`config.mk`:
```
export PLATFORM = sky130hd
export DESIGN_NAME = stage_ic_buffer
export DESIGN_NICKNAME = d
export VERILOG_FILES = /design/src/rtl/stage_ic_buffer.sv
export SDC_FILE = /design/constraint.sdc
export NUM_CORES = 1
export LEC_CHECK = 0
export ABC_AREA = 1
export CAP_MARGIN = 10
export CORE_MARGIN = 2
export CORE_UTILIZATION = 42
export CTS_CLUSTER_SIZE = 10
export DETAILED_ROUTE_END_ITERATION = 12
export GPL_TIMING_DRIVEN = 0
export PLACE_DENSITY = 0.66
export REMOVE_ABC_BUFFERS = 1
export SLEW_MARGIN = 10
export SYNTH_ARGS = -nofsm -noshare
export SYNTH_HDL_FRONTEND = slang
export SYNTH_SLANG_ARGS = --single-unit
```
`constraint.sdc`:
```
create_clock -name clock -period 3.9 [get_ports clock]
set_input_delay 0.78 -clock clock [delete_from_list [all_inputs] [get_ports clock]]
set_output_delay 0.78 -clock clock [all_outputs]
set_load 0.01 [all_outputs]
```
`src/rtl/stage_ic_buffer.sv`:
```
// Complete-stage buffer: an in-order FIFO of finished EX results that feeds the CDB arbiter.
// The head entry drives the CDB and ROB completion outputs. A flush empties the buffer.
module stage_ic_buffer #(
  parameter int XLEN      = 32,
  parameter int DEPTH     = 4,
  parameter int PREG_BITS = 6,
  parameter int ROB_BITS  = 5
) (
  input  logic                   clock,
  input  logic                   reset,
  input  logic                   flush,
  input  logic                   ex_valid,
  output logic                   ex_ready,
  input  logic [XLEN-1:0]        ex_result,
  input  logic [XLEN-1:0]        ex_npc,
  input  logic                   ex_take_branch,
  input  logic                   ex_dest_valid,
  input  logic [PREG_BITS-1:0]   ex_dest_tag,
  input  logic [ROB_BITS-1:0]    ex_rob_idx,
  input  logic                   ex_halt,
  input  logic                   ex_illegal,
  input  logic                   cdb_ready,
  output logic                   cdb_valid,
  output logic                   cdb_tag_valid,
  output logic [PREG_BITS-1:0]   cdb_tag,
  output logic [XLEN-1:0]        cdb_data,
  output logic [ROB_BITS-1:0]    rob_idx,
  output logic                   rob_take_branch,
  output logic [XLEN-1:0]        rob_npc,
  output logic                   rob_halt,
  output logic                   rob_illegal,
  output logic [$clog2(DEPTH):0] count
);

  localparam int PW = $clog2(DEPTH);
  localparam int CW = PW + 1;

  typedef struct packed {
    logic [XLEN-1:0]      result;
    logic [XLEN-1:0]      npc;
    logic                 take_branch;
    logic                 dest_valid;
    logic [PREG_BITS-1:0] dest_tag;
    logic [ROB_BITS-1:0]  rob_idx;
    logic                 halt;
    logic                 illegal;
  } entry_t;

  entry_t            entry_q [DEPTH];
  logic [DEPTH-1:0]  valid_q;
  logic [PW-1:0]     head_q, head_d;
  logic [PW-1:0]     tail_q, tail_d;
  logic [CW-1:0]     count_q, count_d;
  entry_t            ex_entry;
  entry_t            head_entry;
  logic              enq, deq;

  always_comb begin
    ex_entry.result      = ex_result;
    ex_entry.npc         = ex_npc;
    ex_entry.take_branch = ex_take_branch;
    ex_entry.dest_valid  = ex_dest_valid;
    ex_entry.dest_tag    = ex_dest_tag;
    ex_entry.rob_idx     = ex_rob_idx;
    ex_entry.halt        = ex_halt;
    ex_entry.illegal     = ex_illegal;
  end

  // Readiness depends only on occupancy, so a full buffer refuses even when draining.
  assign ex_ready  = (count_q != CW'(DEPTH));
  assign cdb_valid = valid_q[head_q];
  assign enq       = ex_valid && ex_ready && !flush;
  assign deq       = cdb_valid && cdb_ready && !flush;
  assign count     = count_q;

  always_comb begin
    head_d  = head_q + PW'(deq);
    tail_d  = tail_q + PW'(enq);
    count_d = count_q + CW'(enq) - CW'(deq);
    if (flush) begin
      head_d  = '0;
      tail_d  = '0;
      count_d = '0;
    end
  end

  always_ff @(posedge clock or posedge reset) begin
    if (reset) begin
      head_q  <= '0;
      tail_q  <= '0;
      count_q <= '0;
      valid_q <= '0;
    end else begin
      head_q  <= head_d;
      tail_q  <= tail_d;
      count_q <= count_d;
      if (flush) begin
        valid_q <= '0;
      end else begin
        // enq and deq never target the same slot: full blocks enq, empty blocks deq.
        if (deq) valid_q[head_q] <= 1'b0;
        if (enq) valid_q[tail_q] <= 1'b1;
      end
    end
  end

  // Payload storage carries no reset; the valid bits alone gate visibility.
  always_ff @(posedge clock) begin
    if (enq) entry_q[tail_q] <= ex_entry;
  end

  assign head_entry = entry_q[head_q];

  always_comb begin
    cdb_tag_valid   = 1'b0;
    cdb_tag         = '0;
    cdb_data        = '0;
    rob_idx         = '0;
    rob_take_branch = 1'b0;
    rob_npc         = '0;
    rob_halt        = 1'b0;
    rob_illegal     = 1'b0;
    if (cdb_valid) begin
      cdb_tag_valid   = head_entry.dest_valid && (head_entry.dest_tag != '0);
      cdb_tag         = head_entry.dest_tag;
      cdb_data        = head_entry.result;
      rob_idx         = head_entry.rob_idx;
      rob_take_branch = head_entry.take_branch;
      rob_npc         = head_entry.npc;
      rob_halt        = head_entry.halt;
      rob_illegal     = head_entry.illegal;
    end
  end

endmodule

```
Word level (Yosys, flattened, before mapping)
Memory sizes are Yosys's and may differ from the RTL's.
Index checks and enable logic that the tools add are counted.
{"block": "totals", "inputBits": 84, "regBits": 11, "ramBits": 316, "memories": 1, "out_inout_bits": 84}
{"name": "entry_q", "words": 4, "word_bits": 79, "rd": 1, "rd_clocked_by_memory_dff": 0, "wr": 1, "line_no": "49", "text": "entry_t entry_q [DEPTH];"}
{"block": "classes", "reduce_logical": 9, "bitwise_logic": 3, "n_addsub": 4, "eq_ne": 1, "n_mux": 23, "magnitude_cmp": 4}
{"op": "$mux 32", "count": 2}
{"op": "$mux 4", "count": 4}
{"op": "$mux 1", "count": 9}
{"op": "$logic_and 1x1->1", "count": 7}
{"op": "$lt 2x3->1 const B", "count": 2}
{"op": "$mux 6", "count": 1}
{"op": "$reduce_bool 6->1", "count": 1}
{"op": "$mux 5", "count": 1}
{"op": "$add 2x1->2", "count": 2}
{"op": "$and 4x4->4", "count": 1}
{"op": "$demux 1 s2", "count": 2}
{"op": "$ge 2x1->1 const B", "count": 2}
{"op": "$mux 2", "count": 2}
{"op": "$not 4->4", "count": 1}
{"op": "$or 4x4->4", "count": 1}
{"op": "$add 3x1->3", "count": 1}
{"op": "$mux 3", "count": 1}
{"op": "$ne 3x3->1 const B", "count": 1}
{"op": "$sub 3x1->3", "count": 1}
{"op": "$bmux 1 s2", "count": 1}
{"op": "$logic_not 1->1", "count": 1}

Logic depth before layout (Yosys ltp)
{"block": "logic_depth", "ltp_word": 11, "mapped_depth": 15}

Worst setup path before layout
OpenSTA, ideal clock, no wires.
{"block": "synth_path", "path_kind": "input to register", "from": "in ex_valid", "to": "mem entry_q[0][0] in the netlist's numbering, enable pin", "cell_stages": 4, "setup_time_ns": 0.433, "setup_slack_ns": 0.728, "t_arrival_ns": 2.739, "n_path_buf": 0, "path_cell_list": "nand2_1 nor2_1 nand3_1 inv_1"}
{"block": "synth_via", "elab_chain_len": 4}
{"item": "start: declaration", "line_no": "12", "text": "input logic ex_valid,"}
{"item": "$logic_and 1x1->1 (2 in a row)", "line_no": "72", "text": "assign enq = ex_valid && ex_ready && !flush;"}
{"item": "$mux 1", "line_no": "109", "text": "if (enq) entry_q[tail_q] <= ex_entry;"}
{"item": "$mux 1 (not written as such)", "line_no": "109"}
{"item": "end: declaration", "line_no": "49"}
Every way passes these cells.

Worst setup path in the final report
{"block": "layout_path", "from": "reg head_q[0]", "to": "out cdb_data[18]"}
{"block": "layout_via", "elab_chain_len": 3, "word_cells_on_any_way": 4, "cone_classes": "mux (3); memory (1)"}
{"item": "start: declaration", "line_no": "51", "text": "logic [PW-1:0] head_q, head_d;"}
{"item": "start signal: assignment", "line_no": "89", "text": "head_q <= '0;"}
{"item": "start signal: assignment", "line_no": "94", "text": "head_q <= head_d;"}
{"item": "$bmux 1 s2", "line_no": "71", "text": "assign cdb_valid = valid_q[head_q];"}
{"item": "$mux 1 (not written as such)", "line_no": "71"}
{"item": "$mux 32 (*)", "line_no": "123", "text": "if (cdb_valid) begin"}
{"item": "end: declaration", "line_no": "26", "text": "output logic [XLEN-1:0] cdb_data,"}
Every way passes the cells marked *; elsewhere a longest branch is shown, timed or not. The select of a mux whose other input is x is not followed.

==> flow_metrics.tcl <==
set metrics [dict create \
    start_util 0.427 \
    cts-root-buf "clkbuf_16" \
    placedInstanceArea_sq_um 14800 \
    period_share 0.957 \
    fin_crit_ns 3.73 \
    crit_family "buffers and inverters" \
    synth.distinct_cells 29 \
    layout-drive-gt1-share 0.197 \
    synth-seq-area-share 0.770 \
    yosys_warnings 0 \
    globalRouteMet3Util 0.0428 \
    ys_ff_latch 327 \
    drv_cap 0 \
    fp.dieW_microns 178 \
    critPathMaxFanout 29 \
    worst_clock_skew_ns 0.0162 \
    ir_drop_mv 0.356 \
    postCtsHoldBufs 0 \
    arrival_ns 2.95 \
    cp.required_ns 3.12 \
    grt_usage 0.168 \
    dieHeight_microns 178 \
    htree_levels 2 \
    rsz0062_at_grt "no" \
    setup_slack_ns 0.168 \
    syn2layout_area_growth_pct 25.0 \
    postRouteAntennaNets 0 \
    total_power_mw 7.71 \
    avgSynthCellArea_sq_um 17.8 \
    die-area_sq_um 31600 \
    yosysTopAreaCell "edfxtp_1" \
    pre_cts_ws_ns 0.117 \
    pin_count 168 \
    synth_most_common_cell "edfxtp_1" \
    final_util 0.533 \
    critPathSlowestCell "dfrtp_2" \
    status "completed" \
    nFillCells 2374 \
    drv_slew 0 \
    grt_antenna_before_repair 0 \
    n_antenna_cell 0 \
    p_leak_nw 4.97 \
    drt-initial-drc-count 468 \
    clk_pin_slew_ns 0.06 \
    async_flop_share 0.0336 \
    gr-total-overflow 0 \
    worstSetupPathType "register to primary output" \
    first_pass_iters 5 \
    grt_pass1_wl_mm 40.0 \
    synth_edf_count 316 \
    first_global_vias 7039 \
    rows 63 \
    min_path_type "register to register" \
    use_met2 0.279 \
    synthTopCellsByArea "edfxtp_1 (75%), a22oi_1 (5.7%), a22oi_2 (4.9%), a21oi_2 (3.5%), dfrtp_1 (2.2%)" \
    worst_setup_path_start_kind "register" \
    vias 6862 \
    drt-vias-per-instance 5.31 \
    place.port_buffers 167 \
    critical_path_buf_inv_count 3 \
    setup_viol 0 \
    maxClockFrequency_mhz 268 \
    drc 0 \
    max-clock-path-buffers 3 \
    cellPowerDensity_nw_per_um2 487 \
    syn_inst 712 \
    synth_flop_cell "edfxtp_1" \
    core_sq_um 29700 \
    clk_latency_ns 0.50 \
    netlist_area_sq_um 12700 \
    cts_tree "done" \
    crit_chain "inv_2 -> nor2_4 -> buf_12 -> a22oi_1 -> a21oi_1 -> clkdlybuf4s50_1" \
    dp_hpwl_mm 14.9 \
    grtUsageMet1 0.220 \
    grt_max_degree 80 \
    cts_buffers 39 \
    tns_ns 0 \
    drt-total-wl_mm 26.4 \
    gp_congestion 0.681 \
    busiest_layer "met2" \
    stdcell_area_sq_um 15800 \
    relSlewSlack 0.515 \
    hold_violations 0 \
    numClockSinks 327 \
    layout.nets 983 \
    worstSetupEndpointType "primary output" \
    worstMarginPinSlew_ns 0.728 \
    yosysTopAreaCellShare 0.748 \
    slowest_delay_ns 0.61 \
    wl_per_cell_microns 20.4 \
    yosys-top-cells-count "edfxtp_1 (316), a22oi_1 (96), a21oi_2 (50), a22oi_2 (50), nand2_1 (36)" \
]
==> cells in the final DEF, fill, tap and decap left out <==
| cell type | count |
|---|---|
| inv_4 | 4 |
| inv_8 | 1 |
| buf_16 | 7 |
| fa_1 | 1 |
| xnor2_1 | 3 |
| clkbuf_16 | 39 |
| xor2_1 | 1 |
| nor3_1 | 1 |
| inv_1 | 12 |
| buf_12 | 7 |
| inv_6 | 1 |
| inv_2 | 2 |
| a22oi_2 | 50 |
| clkdlybuf4s50_1 | 167 |
| a22oi_1 | 96 |
| clkinvlp_4 | 2 |
| nand2_2 | 3 |
| nand2_1 | 36 |
| dfrtp_2 | 2 |
| nor2_1 | 22 |
| nor2_2 | 1 |
| a21oi_1 | 29 |
| nand4_2 | 1 |
| nand3_1 | 20 |
| nor2_4 | 3 |
| a21oi_2 | 50 |
| nand2_4 | 2 |
| edfxtp_1 | 316 |
| dfrtp_1 | 9 |
| clkinv_4 | 1 |
| clkbuf_1 | 7 |
| buf_4 | 2 |
| ha_1 | 4 |
==> worst reg2reg max path, stage by stage, from the launching register on <==
cell and delay (ns):
dfrtp_2 0.61, inv_2 0.21, nand2_1 0.10, nand2_1 0.06, nand2_2 0.07, nand2_4 0.10
inv_8 0.52, nor3_1 0.16, ha_1 0.31, inv_1 0.05, ha_1 0.13, inv_1 0.05
fa_1 0.40, xor2_1 0.17, nor2_1 0.06
==> flip-flops by register name (all words and copies together) (netlist names) <==
name and count:
entry_q 316, valid_q 4, tail_q 2, count 3, head_q 2
==> cells by family (layout without fill, tap and decap cells) <==
kind of cell | count (synthesis) | count (layout) | share of synthesized area
AOI/OAI and AO/OA | 225 | 225 | 0.152
and+or+nand+nor | 88 | 89 | 0.0320
buffers and inverters | 63 | 252 | 0.0376
xor gates and xnor gates | 4 | 4 | 0.00276
DFF | 327 | 327 | 0.770
adders and majority gates | 5 | 5 | 0.00553
==> layer usage <==
metal / vias up / routed length [microns]
met5: - / 0
met4: 0 / 487
met3: 41 / 1720
met2: 212 / 12800
met1: 3412 / 11400
li1: 3197 / -
==> where the power goes <==
part           leakage (nW)  total, mW  switching [mW]  internal [mW]
logic                  1.46      0.666           0.362          0.304
registers              3.02       4.03          0.0358           3.99
clock network         0.494       3.02            1.23           1.79
==> cell type report <==
type	instances	area, sq um	area share
clock buffers	46	1000	0.0632
flip-flops and latches	327	9770	0.616
repair buffers	183	2020	0.127
multi-input cells	323	2450	0.155
inverters	20	97.6	0.00616
well taps	390	488	0.0308
clock inverters	3	23.8	0.00150
==> final timing paths <==
path / start / to / slack (ns) / cells past startpoint
setup / recovery: head_q[0] / cdb_data[18] / 0.17 / 6
hold / removal: valid_q[0] / valid_q[0] / 0.53 / 2
setup reg to reg: head_q[0] / count[2] / 0.77 / 14
hold reg to reg: valid_q[0] / valid_q[0] / 0.53 / 2
max in group asynchronous: reset / head_q[1] / 3.00 / 2
min in group asynchronous: reset / count[2] / 0.58 / 2
==> stage by stage <==
step           hold WS, ns  cells
4_1_cts              0.530   1292
3_3_place_gp         0.521   1226
3_5_place_dp         0.523   1240
5_1_grt              0.540   1292
6_report             0.529   1292
2_1_floorplan        0.498    669
==> what timing repair did <==
action / in CTS / in global routing
setup endpoints to repair: 79 / 0
buffers inserted: 2 / 0
resized for setup: 4 / 0
No activity file was read; power rests on OpenSTA's default activity.
